## src/rtl/hash_table_arbiter.sv

```systemverilog
// -----------------------------------------------------------------------------
// hash_table_arbiter
//
// Round-robin front end that lets NUM_REQ requesters share a single hash-table
// engine. One transaction is in flight at a time. A new request is granted only
// when the table reports DONE. When a result is captured, the next request can
// be granted on the same edge, so back-to-back transactions leave no idle
// table cycle between them.
//
// Ports
//   clk, rst        clock; synchronous active-high reset
//   grant_en        1 = new grants permitted
//   req_valid       per-requester request pending
//   req_op          per-requester op, 2 bits each (0 NOOP, 1 INSERT, 2 LOOKUP, 3 ERASE)
//   req_key         per-requester key, KEY_WIDTH bits each
//   req_value       per-requester insert value, VALUE_WIDTH bits each
//   req_ready       one-hot accept strobe (combinational, grant cycle only)
//   resp_valid      one-cycle response strobe
//   resp_id/op      requester and op that own the response
//   resp_value      value returned by the table
//   resp_success    success flag returned by the table
//   ht_op/key/
//   ht_value_in     registered command to the table
//   ht_value_out,
//   ht_success      table result, sampled in the table's DONE cycle
//   ht_state        table FSM state (0 IDLE, 1 SEARCHING, 2 INSERTING, 3 DONE)
//   idle            no transaction in flight
//   op_count        accepted transactions (wraps)
//   fail_count      completed transactions with success=0 (wraps)
//   max_latency     longest observed table latency, in non-DONE cycles
// -----------------------------------------------------------------------------
module hash_table_arbiter #(
    parameter int NUM_REQ     = 4,
    parameter int KEY_WIDTH   = 32,
    parameter int VALUE_WIDTH = 64,
    parameter int IDW         = $clog2(NUM_REQ)
) (
    input  logic                           clk,
    input  logic                           rst,
    input  logic                           grant_en,
    input  logic [NUM_REQ-1:0]             req_valid,
    input  logic [2*NUM_REQ-1:0]           req_op,
    input  logic [KEY_WIDTH*NUM_REQ-1:0]   req_key,
    input  logic [VALUE_WIDTH*NUM_REQ-1:0] req_value,
    output logic [NUM_REQ-1:0]             req_ready,
    output logic                           resp_valid,
    output logic [IDW-1:0]                 resp_id,
    output logic [1:0]                     resp_op,
    output logic [VALUE_WIDTH-1:0]         resp_value,
    output logic                           resp_success,
    output logic [1:0]                     ht_op,
    output logic [KEY_WIDTH-1:0]           ht_key,
    output logic [VALUE_WIDTH-1:0]         ht_value_in,
    input  logic [VALUE_WIDTH-1:0]         ht_value_out,
    input  logic                           ht_success,
    input  logic [1:0]                     ht_state,
    output logic                           idle,
    output logic [31:0]                    op_count,
    output logic [31:0]                    fail_count,
    output logic [15:0]                    max_latency
);

    localparam logic [1:0]  OP_NOOP     = 2'd0;
    localparam logic [1:0]  HT_DONE     = 2'd3;
    localparam logic [15:0] LAT_MAX     = 16'hFFFF;
    localparam logic [IDW-1:0] LAST_RST = IDW'(NUM_REQ - 1);

    typedef enum logic {
        S_IDLE = 1'b0,
        S_BUSY = 1'b1
    } state_t;

    state_t state;
    state_t state_next;

    logic [IDW-1:0]   last_grant;
    logic [IDW-1:0]   winner;
    logic [IDW-1:0]   cur_id;
    logic [1:0]       cur_op;
    logic [15:0]      latency;

    logic             table_done;
    logic             result;
    logic             grant;

    // Per-requester views of the flattened request buses.
    logic [1:0]             op_arr  [NUM_REQ];
    logic [KEY_WIDTH-1:0]   key_arr [NUM_REQ];
    logic [VALUE_WIDTH-1:0] val_arr [NUM_REQ];

    for (genvar g = 0; g < NUM_REQ; g++) begin : g_unpack
        assign op_arr[g]  = req_op[2*g +: 2];
        assign key_arr[g] = req_key[KEY_WIDTH*g +: KEY_WIDTH];
        assign val_arr[g] = req_value[VALUE_WIDTH*g +: VALUE_WIDTH];
    end

    // Round-robin pick: first valid requester starting just after 'last'.
    // When nothing is valid the result is unused, so 'last' is returned.
    function automatic logic [IDW-1:0] rr_pick(input logic [NUM_REQ-1:0] valid,
                                               input logic [IDW-1:0]     last);
        logic [IDW-1:0] pick;
        logic           found;
        int             idx;
        pick  = last;
        found = 1'b0;
        for (int k = 1; k <= NUM_REQ; k++) begin
            idx = (int'(last) + k) % NUM_REQ;
            if (!found && valid[IDW'(idx)]) begin
                pick  = IDW'(idx);
                found = 1'b1;
            end
        end
        return pick;
    endfunction

    // The table only returns to DONE once per transaction, so any DONE seen
    // while busy is this transaction's result cycle.
    assign table_done = (ht_state == HT_DONE);
    assign result     = (state == S_BUSY) && table_done;
    assign grant      = !rst && table_done && grant_en && (|req_valid)
                        && ((state == S_IDLE) || result);
    assign winner     = rr_pick(req_valid, last_grant);
    assign idle       = (state == S_IDLE);

    // NOTE: every signal written in always_comb gets a default first, so no
    // path leaves it unassigned and no latch is inferred.
    always_comb begin
        req_ready = '0;
        if (grant) begin
            req_ready[winner] = 1'b1;
        end
    end

    always_comb begin
        state_next = state;
        if (grant) begin
            state_next = S_BUSY;
        end else if (result) begin
            state_next = S_IDLE;
        end
    end

    // NOTE: sequential state is written with non-blocking assignments so all
    // registers update together from the values sampled before the edge.
    always_ff @(posedge clk) begin
        if (rst) begin
            state <= S_IDLE;
        end else begin
            state <= state_next;
        end
    end

    // Table command and transaction bookkeeping.
    always_ff @(posedge clk) begin
        if (rst) begin
            ht_op       <= OP_NOOP;
            ht_key      <= '0;
            ht_value_in <= '0;
            cur_id      <= '0;
            cur_op      <= OP_NOOP;
            last_grant  <= LAST_RST;
            latency     <= '0;
            op_count    <= '0;
        end else begin
            if (state == S_BUSY && !table_done && latency != LAT_MAX) begin
                latency <= latency + 16'd1;
            end

            if (grant) begin
                ht_op       <= op_arr[winner];
                ht_key      <= key_arr[winner];
                ht_value_in <= val_arr[winner];
                cur_id      <= winner;
                cur_op      <= op_arr[winner];
                last_grant  <= winner;
                latency     <= '0;
                op_count    <= op_count + 32'd1;
            end else if (result) begin
                // Nothing follows: park the table on NOOP so it free-runs.
                ht_op <= OP_NOOP;
            end
        end
    end

    // Response capture and result statistics.
    always_ff @(posedge clk) begin
        if (rst) begin
            resp_valid   <= 1'b0;
            resp_id      <= '0;
            resp_op      <= OP_NOOP;
            resp_value   <= '0;
            resp_success <= 1'b0;
            fail_count   <= '0;
            max_latency  <= '0;
        end else begin
            resp_valid <= result;
            if (result) begin
                resp_id      <= cur_id;
                resp_op      <= cur_op;
                resp_value   <= ht_value_out;
                resp_success <= ht_success;
                if (!ht_success) begin
                    fail_count <= fail_count + 32'd1;
                end
                if (latency > max_latency) begin
                    max_latency <= latency;
                end
            end
        end
    end

endmodule

```

## config.mk

```make
export PLATFORM = sky130hd
export DESIGN_NAME = hash_table_arbiter
export DESIGN_NICKNAME = d
export VERILOG_FILES = /design/src/rtl/hash_table_arbiter.sv
export SDC_FILE = /design/constraint.sdc
export NUM_CORES = 1
export LEC_CHECK = 0
export CORE_AREA = 2 2 280 282
export CTS_CLUSTER_SIZE = 10
export DETAILED_ROUTE_END_ITERATION = 16
export DIE_AREA = 0 0 282 284
export PLACE_DENSITY = 0.5
export SKIP_LAST_GASP = 1
export SLEW_MARGIN = 25
export SYNTH_ARGS = -nofsm -noshare
export SYNTH_HDL_FRONTEND = slang
export SYNTH_SLANG_ARGS = --single-unit
```

## constraint.sdc

```tcl
create_clock -name clk -period 2.02 [get_ports clk]
set_input_delay 0.404 -clock clk [delete_from_list [all_inputs] [get_ports clk]]
set_output_delay 0.404 -clock clk [all_outputs]
set_load 0.005 [all_outputs]
```

; Word-level counts from Yosys, hierarchy flattened
; Cells that the tools add are included.
[word_totals]
ff_bits = 271
in_bits = 466
out_inout_bits = 253
word_cells = 93
[op_classes]
add_sub_neg = 7
magnitude_cmp = 8
n_eq_ne = 2
muxes = 35
bitwise = 3
reduce_logical = 22
[ops]
columns = operator, n
row1 = $bmux 64 s2, 1
row2 = $mux 64, 2
row3 = $add 32x1->32 const B, 2
row4 = $bmux 32 s2, 1
row5 = $mux 32, 2
row6 = $add 16x1->16 const B, 1
row7 = $gt 16x16->1, 1
row8 = $lt 2x4->1 const B, 4
row9 = $mux 2, 8
row10 = $ne 16x16->1 const B, 1
row11 = $mux 1, 14
row12 = $logic_and 1x1->1, 11
row13 = $bmux 1 s2, 4
row14 = $logic_not 1->1, 5
row15 = $add 2x1->2 const B, 2
row16 = $add 2x2->2 const B, 2
row17 = $bmux 2 s2, 1
row18 = $mux 4, 1
row19 = $reduce_and 2->1, 2
row20 = $reduce_or 4->1, 1
row21 = $ge 3x3->1 const B, 1
row22 = $lt 2x3->1 const B, 1
row23 = $not 2->3, 1
row24 = $demux 1 s2, 1
row25 = other kinds (6), 7

; Depth between registers and ports, before layout
; Gate-level depths: netlist (run 1).
[depth]
depth_word = 19
ltp_mapped = 9
mapped_depth_nobuf = 8

; Least setup slack after synthesis (run 1)
; No wires, ideal clock.
[synth_timing]
path_type = flip-flop to flip-flop
start = register max_latency[14]
end = register max_latency[10]
t_arrival_ps = 2003
required_ps = 1948
setup_slack_ps = -55
stages_incl_launch_ff = 10
path_buffers = 1
synth_period_minus_slack_ps = 2075
cell_sequence = dfxtp_1 -> inv_1 -> ha_1 -> and3_1 -> a221o_1 -> a31oi_1 -> o22ai_1 -> nand2_2 -> buf_4 -> mux2i_1
[synth_via]
elab_chain_cells = 2
[synth_lines]
columns = item, line_no
row1 = from (decl), 60  ; output logic [15:0] max_latency
row2 = from (signal assigned), 206  ; max_latency <= latency;
row3 = $gt 16x16->1, 205  ; if (latency > max_latency) begin
row4 = $reduce_and 2->1 (no source line), -
; No other way between the ends.
; A chain may end at the register's enable or synchronous reset.

; Worst setup path after layout (run 1)
[layout_timing]
start = register last_grant[0]
end = output req_ready[2]
[layout_via]
elab_chain_cells = 19
[layout_lines]
columns = item, line_no
row1 = from (decl), 76  ; logic [IDW-1:0] last_grant;
row2 = from (signal assigned), 175  ; last_grant <= winner;
row3 = $add 2x1->2, 107  ; idx = (int'(last) + k) % NUM_REQ;
row4 = $bmux 1 s2, 108  ; if (!found && valid[IDW'(idx)]) begin
row5 = $mux 1 (not written as such) (2 in a row), 108
row6 = $mux 1, 108
row7 = $logic_not 1->1, 108
row8 = $logic_and 1x1->1, 108
row9 = $mux 1, 108
row10 = $logic_not 1->1, 108
row11 = (+2 left out), -
row12 = $logic_not 1->1, 108
row13 = $logic_and 1x1->1, 108
row14 = $mux 2 *, 108
row15 = $lt 2x3->1 (not written as such) or $ge 2x1->1 (tied branches), 130  ; req_ready[winner] = 1'b1;
row16 = $logic_and 1x1->1 (not written as such), 130
row17 = $mux 1 (not written as such), 130
row18 = $demux 1 s2 *, 130
row19 = $mux 4 *, 129  ; if (grant) begin
row20 = to (decl), 45  ; output logic [NUM_REQ-1:0] req_ready,
; Mark *: on every way between the ends. The rest lies on a longest branch, timed or not. The select of a mux whose other input is x is not followed.

==> summary.txt, run 1 <==
Timing
  • Clock period minus worst slack: 2.39 ns
  • Unrepaired setup endpoints after global routing: yes
  • Finish-stage setup viols: 108
  • Fmax: 0.419 GHz
  • Worst-margin pin slew: 0.745 ns
  • Slew HR: 0.503
  • Setup ws final: -0.367 ns
  • Hold Violations, Final: 0
  • Final-report max-slew violation count: 0
  • Final period util: 1.18
  • WHS: 0.285 ns
  • Setup Skew: 0.0107 ns

Power and ir drop
  • Power share of the sequential group: 0.347
  • Logic pwr share: 0.240
  • Leakage power: 10.1 nW
  • Total power: 16.0 mW
  • Cell Pwr Density: 590 nW/µm²
  • P_sw: 4.42 mW
  • Sw frac: 0.276
  • Clock power frac: 0.413
  • Pint: 11.6 mW
  • Maximum vdd drop: 0.419 mV

Hold path
  • Hold depth: 3
  • Min-Delay Path Class: input port to register

Clock network
  • TritonCTS Sinks: 271
  • Clock-pin slew on the worst setup and hold paths: 0.06 ns
  • Hold Buf Count CTS: 0
  • CTS root buf: clkbuf_16
  • Clock Tree Buf Depth: 3
  • CTS buffer count: 38
  • Clock Latency Late Sink: 0.55 ns
  • CTS tree: built
  • H-Tree Depth: 2

Worst setup path
  • CP max stage delay: 0.34 ns
  • Crit end category: output pin
  • Crit path kind: register to output pin
  • Cells on worst reg2reg path: 13
  • CP Max Fanout: 4
  • CP Data Required Time: 1.62 ns
  • Startpoint Class: register
  • Worst Path Arrival: 1.98 ns
  • Worst reg-to-reg setup slack: -0.27 ns
  • Slowest stage cell on the critical path: dfxtp_2
  • Cell breakdown of the critical path: nand2b_4 -> o21ai_4 -> a221oi_4 -> buf_12 -> buf_8 -> and3_4 -> buf_6

Floorplan
  • Initial Utilization: 0.176
  • Row count: 102
  • Core Area: 77000 µm²
  • Die height: 284 µm
  • Die ar.: 80100 µm²
  • Ports: 719
  • Die Wd: 282 µm

Drt
  • Final ANT Viol Nets: 0
  • Drt drc: 0
  • WL/cell: 22.6 µm
  • Via count: 16900
  • Drt total wl: 81800 µm
  • DR pass1 iterations: 8
  • DRT iter0 DRCs: 824
  • Vias per cell: 4.65

Global routing
  • Vias in the first global route: 16700
  • First-pass GRT wire length: 113000 µm
  • Antenna violations before repair: 32
  • Largest net degree at the start of global routing: 58
  • GRT Resource Usage Total: 0.189
  • Total global routing overflow: 0

Placement
  • Port Buffer Count: 718
  • GPL Wtd Cong: 0.901
  • Dpl hpwl: 58300 µm

Status
  • Failing checks: setup timing
  • Status: complete, but fails checks

Final layout
  • Layout cell share with drive strength beyond 1: 0.220
  • Layout area overhead: 99.7%
  • Final #Nets: 3019

Logic synthesis
  • Post-synth EDFFs: 0
  • Top_reg_cell synth: dfxtp_1
  • Ys Warns: 0
  • Post-Syn Area: 13600 µm²
  • Seq/Total Area, Yosys: 0.400
  • Post-Synthesis Cells: 1676
  • Number of nets produced by synthesis: 2161
  • Yosys cell types: 57
  • Synth Area per Inst: 8.09 µm²
  • Post-synth ARST share: 0
  • Seq cells post-synth: 271

Job
  • Max-Cap Viols: 0
power groups by stage:
stage | Combinational [mW] | Sequential (mW) | Clock (mW)
after CTS | 3.24 | 5.55 | 6.84
after global placement | 2.70 | 5.66 | 0
after floorplan | 0.881 | 5.65 | 0
final | 3.83 | 5.55 | 6.60
after global routing | 4.03 | 5.56 | 7.04
after detailed placement | 2.69 | 5.66 | 0
synthesized netlist by cell type (all sizes together), types with 7 or more instances:
master,count,area share
nand2,403,0.11
dfxtp,271,0.40
and3,116,0.054
a211oi,101,0.056
a311oi,96,0.062
a31o,96,0.062
a21oi,89,0.033
nor2,79,0.022
buf,75,0.028
clkbuf,74,0.021
xor2,41,0.026
inv,29,0.0080
nand3,25,0.0092
nand4,22,0.011
o21ai,22,0.0081
ha,19,0.018
xnor2,18,0.012
mux2i,16,0.012
or3,16,0.0074
nor3,12,0.0048
and4,7,0.0045
nand2b,7,0.0032
cell type report:
cell class | count | area, µm²
tap | 1040 | 1300
clock buffer | 56 | 1100
antenna | 23 | 57.6
sequential | 271 | 5440
clock inverter | 12 | 110
timing repair buffer | 967 | 10400
multi-input combinational | 1227 | 8580
inverter | 29 | 111
fill | 7844 | 49900
worst paths after layout:
kind,startpoint,endpoint
max reg2reg,last_grant[0],ht_value_in[38]
min reg2reg,resp_value[60],resp_value[60]
max,last_grant[0],req_ready[2]
min,ht_success,resp_success
registers in the layout, indices dropped and copies added (netlist names):
signal,count
resp_op,2
latency,16
cur_op,2
ht_key,32
last_grant,2
ht_op,2
resp_success,1
fail_count,32
ht_value_in,64
max_latency,16
op_count,32
cur_id,2
resp_value,64
state,1
resp_valid,1
resp_id,2
layer usage:
metal	routed length, µm	global-route usage	part of all wire
met5	76	0	0.00093
met4	2830	0.0765	0.035
met3	6510	0.0544	0.080
met2	39400	0.313	0.48
met1	33000	0.227	0.40
what timing repair did:
item | 4_1_cts | 5_1_grt
gates cloned | 16 | 19
buffers inserted | 26 | 38
pin swaps | 58 | 84
resized for setup | 167 | 197
endpoints found under the hold margin | 0 | 0
setup endpoints to repair | 175 | 142
through the flow:
step | worst slack (ns) | util | instance area (µm²) | setup TNS, ns | cells
3_3_place_gp | -1.33 | 0.298 | 23000 | -179.71 | 3443
5_1_grt | -0.431 | 0.352 | 27100 | -24.39 | 3621
3_5_place_dp | -1.33 | 0.298 | 23000 | -182.05 | 3443
6_report | -0.367 | 0.352 | 27100 | -16.57 | 3625
2_1_floorplan | 0.00775 | - | 13600 | 0 | 1676
4_1_cts | -0.364 | 0.331 | 25500 | -11.26 | 3552
kinds of logic (layout without fill, tap and decap cells):
group           after synthesis  after routing  synth area share
mux                          18             18            0.0135
flops                       271            271             0.400
fa+ha+maj                    19             19            0.0175
simple gates                704            704             0.239
xor+xnor                     59             59            0.0381
buf+inv                     178           1064            0.0569
compound gates              427            427             0.235
other cells                   0             23                 0
cell usage in the layout (no fill, tap or decap), drive strengths merged, types with 3 or more instances in the layout:
master / netlist / final
a211oi: 101 / 101
a21o: 3 / 3
a21oi: 89 / 89
a311oi: 96 / 96
a31o: 96 / 96
a31oi: 4 / 4
and2: 4 / 4
and3: 116 / 116
and4: 7 / 7
buf: 75 / 243
clkbuf: 74 / 70
clkdlybuf4s50: 0 / 701
clkinv: 0 / 8
dfxtp: 271 / 271
diode: 0 / 23
dlygate4sd2: 0 / 3
dlymetal6s2s: 0 / 5
ha: 19 / 19
inv: 29 / 31
mux2i: 16 / 16
nand2: 403 / 403
nand2b: 7 / 7
nand3: 25 / 25
nand4: 22 / 22
nor2: 79 / 79
nor3: 12 / 12
nor4: 5 / 5
o21ai: 22 / 22
or2: 3 / 3
or3: 16 / 16
xnor2: 18 / 18
xor2: 41 / 41
critical path, delay by kind of cell (launching register included):
kind                   cells  cell delay [ns]
AND/OR/NAND/NOR            2             0.32
AO/OA/AOI/OAI              2             0.37
buffers and inverters      3             0.38
flip-flops                 1             0.34
No activity file was read; power rests on OpenSTA's default activity.
==> run 2, diff against run 1 <==
--- a/config.mk
+++ b/config.mk
@@ -9,7 +9,8 @@
 export CTS_CLUSTER_SIZE = 10
 export DETAILED_ROUTE_END_ITERATION = 16
 export DIE_AREA = 0 0 282 284
-export PLACE_DENSITY = 0.5
+export DONT_BUFFER_PORTS = 1
+export PLACE_DENSITY = 0.37
 export SKIP_LAST_GASP = 1
 export SLEW_MARGIN = 25
 export SYNTH_ARGS = -nofsm -noshare
==> summary.txt, run 2 (synthesis results as in run 1) <==
Timing
  • Setup_tns: -17.20 ns
  • Finish-stage setup viols: 105
  • Final-report max-slew violation count: 0
  • Unrepaired setup endpoints after global routing: yes
  • Setup Skew: 0.0190 ns
  • Final period util: 1.19
  • Fmax: 0.415 GHz
  • Slew HR: 0.658
  • WHS: -0.0647 ns
  • Hold Violations, Final: 54
  • Clock period minus worst slack: 2.41 ns
  • Worst-margin pin slew: 0.513 ns
  • Setup ws final: -0.389 ns

Final layout
  • Area taken by flip-flops and latches: 5450 µm²
  • Final #Nets: 2353
  • Fill cells: 8383
  • Multi-input gate area: 8560 µm²
  • Highest-count cells in the layout ignoring fill and taps: 400 x nand2_1, 258 x dfxtp_1, 181 x buf_4
  • Layout area overhead: 44.9%
  • Finished Core Util: 0.255
  • Layout cell share with drive strength beyond 1: 0.295
  • Most common cell after layout, fill and taps aside: nand2_1
  • Top Registers: ht_value_in x64, resp_value x64

Global routing
  • GRT Resource Usage Total: 0.167
  • Antenna violations before repair: 24
  • Total global routing overflow: 0
  • First-pass GRT wire length: 98900 µm
  • Largest net degree at the start of global routing: 147
  • Vias in the first global route: 14000

Clock network
  • CTS buffer count: 37
  • TritonCTS Sinks: 271
  • Clock Tree Buf Depth: 3
  • H-Tree Depth: 2
  • Clock-pin slew on the worst setup and hold paths: 0.05 ns
  • CTS root buf: clkbuf_16
  • Clock Latency Late Sink: 0.54 ns
  • CTS tree: built

Worst setup path
  • Crit end category: output pin
  • Cells on worst reg2reg path: 10
  • CP Data Required Time: 1.62 ns
  • Slowest stage cell on the critical path: dfxtp_4
  • Startpoint Class: register
  • CP max stage delay: 0.40 ns
  • Worst Path Arrival: 2.01 ns
  • Crit path kind: register to output pin
  • Most frequent CP cell: buf_12
  • CP Max Fanout: 5
  • Cell breakdown of the critical path: nand2b_4 -> o21ai_4 -> a221oi_4 -> buf_12 -> buf_12 -> and3_4

Power and ir drop
  • Logic pwr share: 0.139
  • Clock power frac: 0.452
  • Sw frac: 0.270
  • Cell Pwr Density: 699 nW/µm²
  • Pint: 10.0 mW
  • Leakage power: 7.27 nW
  • Power share of the sequential group: 0.409
  • Maximum vdd drop: 0.406 mV
  • P_sw: 3.70 mW

Hold path
  • Hold depth: 1
  • Min-Delay Path Class: input port to register

Floorplan
  • Die Wd: 282 µm
  • Die ar.: 80100 µm²
  • Die height: 284 µm
  • Core Area: 77000 µm²
  • Row count: 102
  • Initial Utilization: 0.176
  • Ports: 719

Drt
  • DR pass1 iterations: 5
  • Final ANT Viol Nets: 0
  • Drt total wl: 70600 µm
  • WL/cell: 24.0 µm
  • Via count: 14100
  • Drt drc: 0
  • DRT iter0 DRCs: 814
  • Vias per cell: 4.81

Placement
  • Dpl hpwl: 53200 µm
  • Port Buffer Count: 0
  • DP Worst Slack: -0.575 ns
  • GPL Wtd Cong: 0.935

Status
  • Failing checks: hold timing, setup timing
  • Status: complete, but fails checks

Job
  • Max-Cap Viols: 0
run 2: changes by cell type in the layout (fill, tap and decap cells not counted), sizes merged:
cell | previous run | this run
buf | 243 | 249
dlygate4sd3 | 0 | 49
a21o | 3 | 4
dlygate4sd2 | 3 | 0
clkinv | 8 | 6
dlymetal6s2s | 5 | 0
diode | 23 | 8
clkdlybuf4s50 | 701 | 0
clkdlybuf4s15 | 1 | 0
clkinvlp | 1 | 0
clkbuf | 70 | 55
run 2: worst paths after layout:
kind                 startpoint         endpoint  slack (ns)
setup / recovery  last_grant[0]     req_ready[0]       -0.39
hold / removal              rst     op_count[18]       -0.06
setup reg to reg  last_grant[0]  ht_value_in[16]       -0.30
hold reg to reg    resp_success     resp_success        0.47
run 2: metrics by stage:
step	total power [mW]	instances	area, µm²
floorplan	6.53	1676	13600
global placement	7.13	2772	16100
detailed placement	7.14	2772	16100
CTS	13.8	2885	18700
global route	14.3	2937	19600
finish	13.7	2938	19700
run 2: metal layers:
layer,share of wire,vias to the layer above,track usage
li1,-,6438,-
met1,0.39,6913,0.189
met2,0.47,613,0.276
met3,0.099,150,0.0669
met4,0.041,20,0.0669
met5,0.0017,-,0
run 2: area by class of cell:
cell class                 count  share of cell area
clock inverter                 9             0.00395
antenna                        8             0.00102
timing repair buffer         301               0.158
multi-input combinational   1228               0.436
clock buffer                  52              0.0525
tap                         1040              0.0662
sequential                   271               0.277
inverter                      29             0.00567
run 2: critical path: cells and delay by family (launching register included):
family | cells | cell delay [ns]
AO/OA/AOI/OAI | 2 | 0.40
buffers and inverters | 2 | 0.27
flip-flops | 1 | 0.40
AND/OR/NAND/NOR | 2 | 0.40
run 2: repair_timing:
action                     4_1_cts  5_1_grt
hold endpoints to repair       134      110
hold buffers                    18       37
pin swaps                       93       90
gates resized for setup        193       90
gates cloned                     8        2
setup endpoints to repair      121      140
buffers inserted                30       16
run 2: power by group through the flow:
stage	clock network, mW	registers, mW	logic, mW
3_3_place_gp	0	5.73	1.40
6_report	6.20	5.61	1.91
4_1_cts	6.45	5.61	1.70
3_5_place_dp	0	5.73	1.41
2_1_floorplan	0	5.65	0.881
5_1_grt	6.67	5.62	2.06
